<file path="config.mk">
export PLATFORM = sky130hd
export DESIGN_NAME = mem_access_unit
export DESIGN_NICKNAME = d
export VERILOG_FILES = /design/src/rtl/mem_access_unit.sv
export SDC_FILE = /design/constraint.sdc
export NUM_CORES = 1
export LEC_CHECK = 0
export BUFFER_PORTS_ARGS = -buffer_cell sky130_fd_sc_hd__buf_2
export CAP_MARGIN = 20
export CORE_MARGIN = 3
export CORE_UTILIZATION = 45
export DETAILED_ROUTE_END_ITERATION = 7
export PLACE_DENSITY = 0.9
export SETUP_SLACK_MARGIN = 0.05
export SLEW_MARGIN = 20
export SYNTH_ARGS = -nofsm -noshare
export SYNTH_HDL_FRONTEND = slang
export SYNTH_SLANG_ARGS = --single-unit
</file>
<file path="constraint.sdc">
create_clock -name clk -period 2.2 [get_ports clk]
set_input_delay 0.33 -clock clk [delete_from_list [all_inputs] [get_ports clk]]
set_output_delay 0.33 -clock clk [all_outputs]
set_load 0.01 [all_outputs]
</file>
<file path="src/rtl/mem_access_unit.sv">
// Purpose: single-beat memory access sequencer between a multicycle controller and a ready-handshaked bus.
// Latency: request cycle N, busReady at N+1 -> DONE and readData valid at N+2.
// Backpressure: stall holds the controller while a request is pending; a bus silent for TIMEOUT wait cycles faults.
//
// Ports:
//   clk, rst             clock, synchronous active-high reset
//   memRead, memWrite    controller requests, sampled only in IDLE
//   adr, writeData       byte address (must be word aligned) and store data
//   readData             memory data register, updated only by a completed read
//   stall                combinational hold to the controller
//   error                sticky fault flag, cleared only by rst
//   busAdr, busWdata     latched word address and store data, stable for the whole wait
//   busRe, busWe         bus strobes, decoded from the registered state
//   busRdata, busReady   bus read data and completion
module mem_access_unit #(
    parameter int TIMEOUT = 15
) (
    input  logic        clk,
    input  logic        rst,
    input  logic        memRead,
    input  logic        memWrite,
    input  logic [31:0] adr,
    input  logic [31:0] writeData,
    output logic [31:0] readData,
    output logic        stall,
    output logic        error,
    output logic [29:0] busAdr,
    output logic [31:0] busWdata,
    output logic        busRe,
    output logic        busWe,
    input  logic [31:0] busRdata,
    input  logic        busReady
);

    typedef enum logic [2:0] {
        IDLE    = 3'd0,
        RD_WAIT = 3'd1,
        WR_WAIT = 3'd2,
        DONE    = 3'd3,
        FAULT   = 3'd4
    } state_t;

    // Counter value at the start of the last permitted wait cycle.
    localparam logic [7:0] LP_LAST = 8'(TIMEOUT - 1);

    state_t      r_state;
    logic [7:0]  r_cnt;
    logic [31:0] r_rdata;
    logic        r_error;
    logic [29:0] r_adr;
    logic [31:0] r_wdata;

    logic w_req;
    logic w_legal;

    assign w_req   = memRead | memWrite;
    // Exactly one request, word aligned.
    assign w_legal = (memRead ^ memWrite) && (adr[1:0] == 2'b00);

    always_ff @(posedge clk) begin
        if (rst) begin
            r_state <= IDLE;
            r_cnt   <= 8'd0;
            r_rdata <= 32'd0;
            r_error <= 1'b0;
            r_adr   <= 30'd0;
            r_wdata <= 32'd0;
        end else begin
            case (r_state)
                IDLE: begin
                    if (w_req) begin
                        if (w_legal) begin
                            r_adr <= adr[31:2];
                            r_cnt <= 8'd0;
                            if (memWrite) begin
                                r_wdata <= writeData;
                                r_state <= WR_WAIT;
                            end else begin
                                r_state <= RD_WAIT;
                            end
                        end else begin
                            r_state <= FAULT;
                            r_error <= 1'b1;
                        end
                    end
                end
                RD_WAIT, WR_WAIT: begin
                    // Ready is checked first so a completion on the last
                    // permitted cycle still finishes normally.
                    if (busReady) begin
                        if (r_state == RD_WAIT) begin
                            r_rdata <= busRdata;
                        end
                        r_state <= DONE;
                    end else begin
                        r_cnt <= r_cnt + 8'd1;
                        if (r_cnt == LP_LAST) begin
                            r_state <= FAULT;
                            r_error <= 1'b1;
                        end
                    end
                end
                DONE: begin
                    r_state <= IDLE;
                end
                default: begin
                    // FAULT is terminal; unused encodings fall into it too.
                    r_state <= FAULT;
                    r_error <= 1'b1;
                end
            endcase
        end
    end

    assign readData = r_rdata;
    assign error    = r_error;
    assign busAdr   = r_adr;
    assign busWdata = r_wdata;
    assign busRe    = (r_state == RD_WAIT);
    assign busWe    = (r_state == WR_WAIT);

    always_comb begin
        stall = 1'b0;
        case (r_state)
            IDLE:                    stall = w_req;
            RD_WAIT, WR_WAIT, FAULT: stall = 1'b1;
            default:                 stall = 1'b0;
        endcase
    end

endmodule

</file>
Word level (Yosys, flattened, before mapping)
Index checks and enable logic that the tools add are counted.
Operators by class
  add/sub/neg operators: 1
  equality and inequality tests: 11
  muxes and demuxes: 16
  bitwise gates (word level): 3
  reductions and logical operators: 12
Operators with widths (number)
  8-bit two-way mux: 3
  8-bit case mux with 2 select lines: 1
  3-bit two-way mux: 4
  2-bit inequality test (second input constant): 5
  3-bit case mux with 3 select lines: 1
  8-bit by 1-bit adder with 8-bit output (second input constant): 1
  8-bit by 4-bit equality test with 1-bit output (second input constant): 1
  4-bit AND reduction: 2
  3-bit by 2-bit equality test with 1-bit output (second input constant): 2
  3-bit AND reduction: 2
  5-bit AND reduction: 1
  1-bit two-way mux: 4
  3-bit by 1-bit equality test with 1-bit output (second input constant): 1
  3-bit equality test (second input constant): 1
  3-bit zero test: 1
  3-bit inequality test (second input constant): 1
  1-bit case mux with 3 select lines: 1
  3-bit OR reduction: 1
  2-bit zero test: 1
  2-bit two-way mux: 1
  1-bit case mux with 2 select lines: 1
  2-bit AND reduction: 1
  2-bit nonzero test: 1
  2-bit OR reduction: 1
  other kinds (4): 4
Storage, ports and cells
  bits in registers: 106
  output and inout port bits: 98
  word-level logic and storage cells: 49

Logic depth before layout (Yosys ltp)
  word-level depth: 5
  mapped depth: 9

Worst setup path before layout
No wires, ideal clock.
  kind: input to register
  start point: in memWrite
  end point: reg r_wdata[10], in the netlist busWdata[10]
  library setup time: 0.132 ns
  data arrival time: 1.909 ns
  path slack: 0.159 ns
  cell stages on the path: 9
  cells stage by stage: inv_1 > ha_1 > or3b_1 > clkbuf_1 > or4_1 > buf_2 > buf_6 > nand2_1 > a21oi_1
Between the ends
  cells in the longest elaborated chain, start to end: 3
  elaborated cells between the ends (all ways): 4
  those cells by class: bitwise: 2; reduce/logical: 2
Ends and longest elaborated chain
  start, declared: RTL line 21  | input logic memWrite,
  1-bit bitwise XOR: RTL line 58  | assign w_legal = (memRead ^ memWrite) && (adr[1:0] == 2'b00);
  1-bit logical AND: RTL line 58
  4-bit AND reduction (no line) (*)
  end signal, assigned: RTL line 76  | r_wdata <= writeData;
  end, declared: RTL line 51  | logic [31:0] r_wdata;
Mark *: on every way between the ends. The rest lies on a longest branch, timed or not.
A chain may end at the register's enable or synchronous reset.

Final worst setup path
  start point: reg r_state[0]
  end point: reg r_wdata[28], in the netlist busWdata[28]
Between the ends
  cells in the longest elaborated chain, start to end: 2
Ends and longest elaborated chain
  start, declared: RTL line 46  | state_t r_state;
  start signal, assigned: RTL line 62  | r_state <= IDLE;
  start signal, assigned: RTL line 77  | r_state <= WR_WAIT;
  start signal, assigned: RTL line 79  | r_state <= RD_WAIT;
  3-bit zero test: RTL line 69  | case (r_state)
  4-bit AND reduction (no line)
No other way between the ends.

==> impl_metrics.yaml <==
timing:
  finalSetupViolCount: 0
  hold_violations: 0
  rsz0062_at_grt: "no"
  finalCritPeriodShare_pct: 90.3
  fin_skew_ps: 10.8
  fmax_mhz: 503
  fin_crit_ps: 1990
  relSlewSlack_pct: 69.0
  worstMarginPinSlew_ps: 465
  finalSetupTns_ps: 0
  slew_violations: 0
global_routing:
  overflow: 0
  grt_pass1_wl_um: 17200
  grt_usage_pct: 20.9
  grt_max_degree: 104
  antenna_found_initial: 0
  first_global_vias: 3837
drt:
  postRouteAntennaNets: 0
  drc: 0
  routed_wl_um: 10700
  post_drt_wl_per_cell_um: 13.4
  firstDrtPassIters: 4
  vias: 4008
  first_iter_violations: 148
  via_per_inst: 5.01
cts:
  cts-resized-gates: 0
  clockBufferDepth: 2
  cts_num_sinks: 106
  postCtsSetupRepairBufs: 0
  ctsHtreeMaxLevel: 3
  cts_tree: "yes"
  clk_pin_slew_worst_paths_ps: 100
  insertion_delay_ps: 350
  cts_root_buf: "clkbuf_8"
  cts_buffers: 9
  holdBufCountCts: 0
logic_synthesis:
  synth-xor-area-share_pct: 0.220
  synthFlopType: "dfxtp_1"
  synthTopCellsByArea: "dfxtp_1, nand2_1, a21oi_1, clkbuf_1, buf_2"
  synth_top_family_by_area: "simple AND/OR/NAND/NOR gates"
  synth_edf_count: 0
  synth-compound-area-share_pct: 16.0
  syn_nets: 608
  synthAdderAreaFrac_pct: 1.20
  yosys.area_share.simple_pct: 23.8
  synth.avg_cell_area_um2: 7.89
  synth_seq_cells: 106
  synthCells: 504
  yosys.area.top_type_share_pct: 53.4
  netlist_area_mm2: 0.00398
  synth_common_cells: "nand2_1, dfxtp_1, a21oi_1"
  synthMuxAreaShare_pct: 0.504
  synth_top_area_cell: "dfxtp_1"
  yosysSeqAreaShare_pct: 53.4
  yosysMostFrequentCell: "nand2_1"
  synthDistinctLibCells: 34
  yosys_warnings: 0
  ys_async_sr_fraction_pct: 0
worst_setup_path:
  rrSetupSlack_ps: 210
  path_class: "flip-flop to flip-flop"
  path_delay_family: "simple AND/OR/NAND/NOR gates"
  worst_path_max_delay_cell: "or4_1"
  cp_max_fo: 32
  r2r_cells: 5
  crit_end: "busWdata[28]$_SDFFE_PP0P_"
  cp.arrival_ps: 2210
  rr_endpoint: "busWdata[28]$_SDFFE_PP0P_"
  required_ps: 2420
  cp_num_cells: 5
  r2r-start: "r_state[0]$_SDFFE_PP0P_"
  worst_setup_path_end_kind: "flip-flop"
  cp_cell_sequence: "or3_1 > or4_1 > buf_12 > nand2_1 > a21oi_1"
  cp_num_buf_inv: 1
  crit_path_start: "r_state[0]$_SDFFE_PP0P_"
  crit_path_max_incr_delay_ps: 580
  cp-start-kind: "flip-flop"
status:
  status: "complete, no violations"
finish:
  area_growth_pct: 32.8
  fill_cells: 732
  layout-drive-gt1-share_pct: 33.1
  fin_area_mm2: 0.00528
  n_antenna_cell: 0
  nNetsFinal: 794
hold_path:
  hold_class: "primary input to flip-flop"
placed_design:
  hpwlAfterDp_um: 7940
  placed_cell_area_mm2: 0.00509
  portBuffers: 198
  place_congestion: 0.806
flow_run:
  maxCapViolCount: 0
die:
  io-pin-count: 199
  dieArea_mm2: 0.0100
  core_area_mm2: 0.00838
  floorplan.initialDensity_pct: 47.4
  die_w_um: 100
  die_h_um: 100
  placementRows: 33
power_and_ir_drop:
  powerDensity_mw_per_mm2: 668
  leakagePower_nw: 2.32
  irDropWorstVdd_mv: 0.431
==> cells by family (layout without fill, tap and decap cells) <==
| logic type | count (synthesis) | in the layout |
|---|---|---|
| buffers and inverters | 42 | 233 |
| flip-flops | 106 | 106 |
| adder cells (fa/ha/maj) | 4 | 4 |
| AND/OR/NAND/NOR | 230 | 230 |
| XOR/XNOR | 1 | 1 |
| multiplexers | 2 | 2 |
| AO/OA/AOI/OAI | 119 | 119 |
==> worst reg2reg max path, delay by kind of cell, from the launching register on <==
kind	cells	cell delay [ps]
buffers and inverters	1	200
and+or+nand+nor	3	1200
AOI/OAI and AO/OA	1	60
DFF	1	400
==> report_power, final <==
group          switching (mW)  internal, mW
sequential             0.0260          1.97
clock                   0.668         0.460
combinational           0.232         0.175
total                   0.926          2.60
==> registers in the layout (all words and copies together) (netlist names) <==
name / count
busAdr: 30
busWdata: 32
error: 1
r_cnt: 8
r_state: 3
readData: 32
==> cell usage in the layout, fill, tap and decap left out, drive strengths merged <==
cell type	count
or3	3
o31ai	2
a211oi	1
xnor2	1
o32ai	1
nor2	3
nor4	2
nor3	6
a22oi	4
a32o	1
dfxtp	106
a31oi	2
clkinv	2
and2	2
buf	213
maj3	1
or4	4
nor3b	3
clkbuf	11
clkinvlp	1
nand2	197
o211ai	1
mux2i	2
o21ai	7
and3	1
nand3	6
or3b	1
ha	3
a22o	1
a21oi	98
nand4	2
o2111ai	1
inv	6
==> cell type report <==
class	count	area (µm²)	area share, %
flip-flops and latches	106	2120	40.2
repair buffers	213	1150	21.8
multi-input cells	356	1670	31.7
inverters	4	15.0	0.284
clock buffers	11	141	2.68
well taps	105	131	2.49
clock inverters	5	45.0	0.853
==> worst min-delay path by stage <==
stage               cells past startpoint  slack [ps]                       from                         to
CTS                                     3         170               writeData[8]   busWdata[8]$_SDFFE_PP0P_
floorplan                               2         440      r_cnt[3]$_SDFFE_PP0P_      r_cnt[3]$_SDFFE_PP0P_
detailed placement                      2         440   readData[9]$_SDFFE_PP0P_   readData[9]$_SDFFE_PP0P_
global route                            3         170                    adr[16]    busAdr[14]$_SDFFE_PP0P_
finish                                  3         190               writeData[8]   busWdata[8]$_SDFFE_PP0P_
global placement                        2         440  busWdata[16]$_SDFFE_PP0P_  busWdata[16]$_SDFFE_PP0P_
==> metal layers <==
layer  routed length (µm)  global-route usage [%]
met1                 4110                    23.1
met4                  165                    7.77
met3                  864                    5.77
met5                    0                       0
met2                 5570                    38.3
==> per-stage QoR <==
stage | worst slack (ps) | util, % | total power [mW] | hold slack [ps] | cells
after floorplan | 159 | - | 2.24 | 445 | 504
after global placement | 129 | 60.8 | 2.43 | 438 | 784
after detailed placement | 77.1 | 60.8 | 2.44 | 445 | 784
after CTS | 218 | 63.0 | 3.56 | 175 | 800
after global routing | 127 | 63.0 | 3.69 | 173 | 800
final | 213 | 63.0 | 3.53 | 193 | 800
Power figures use the tool's default switching activity.
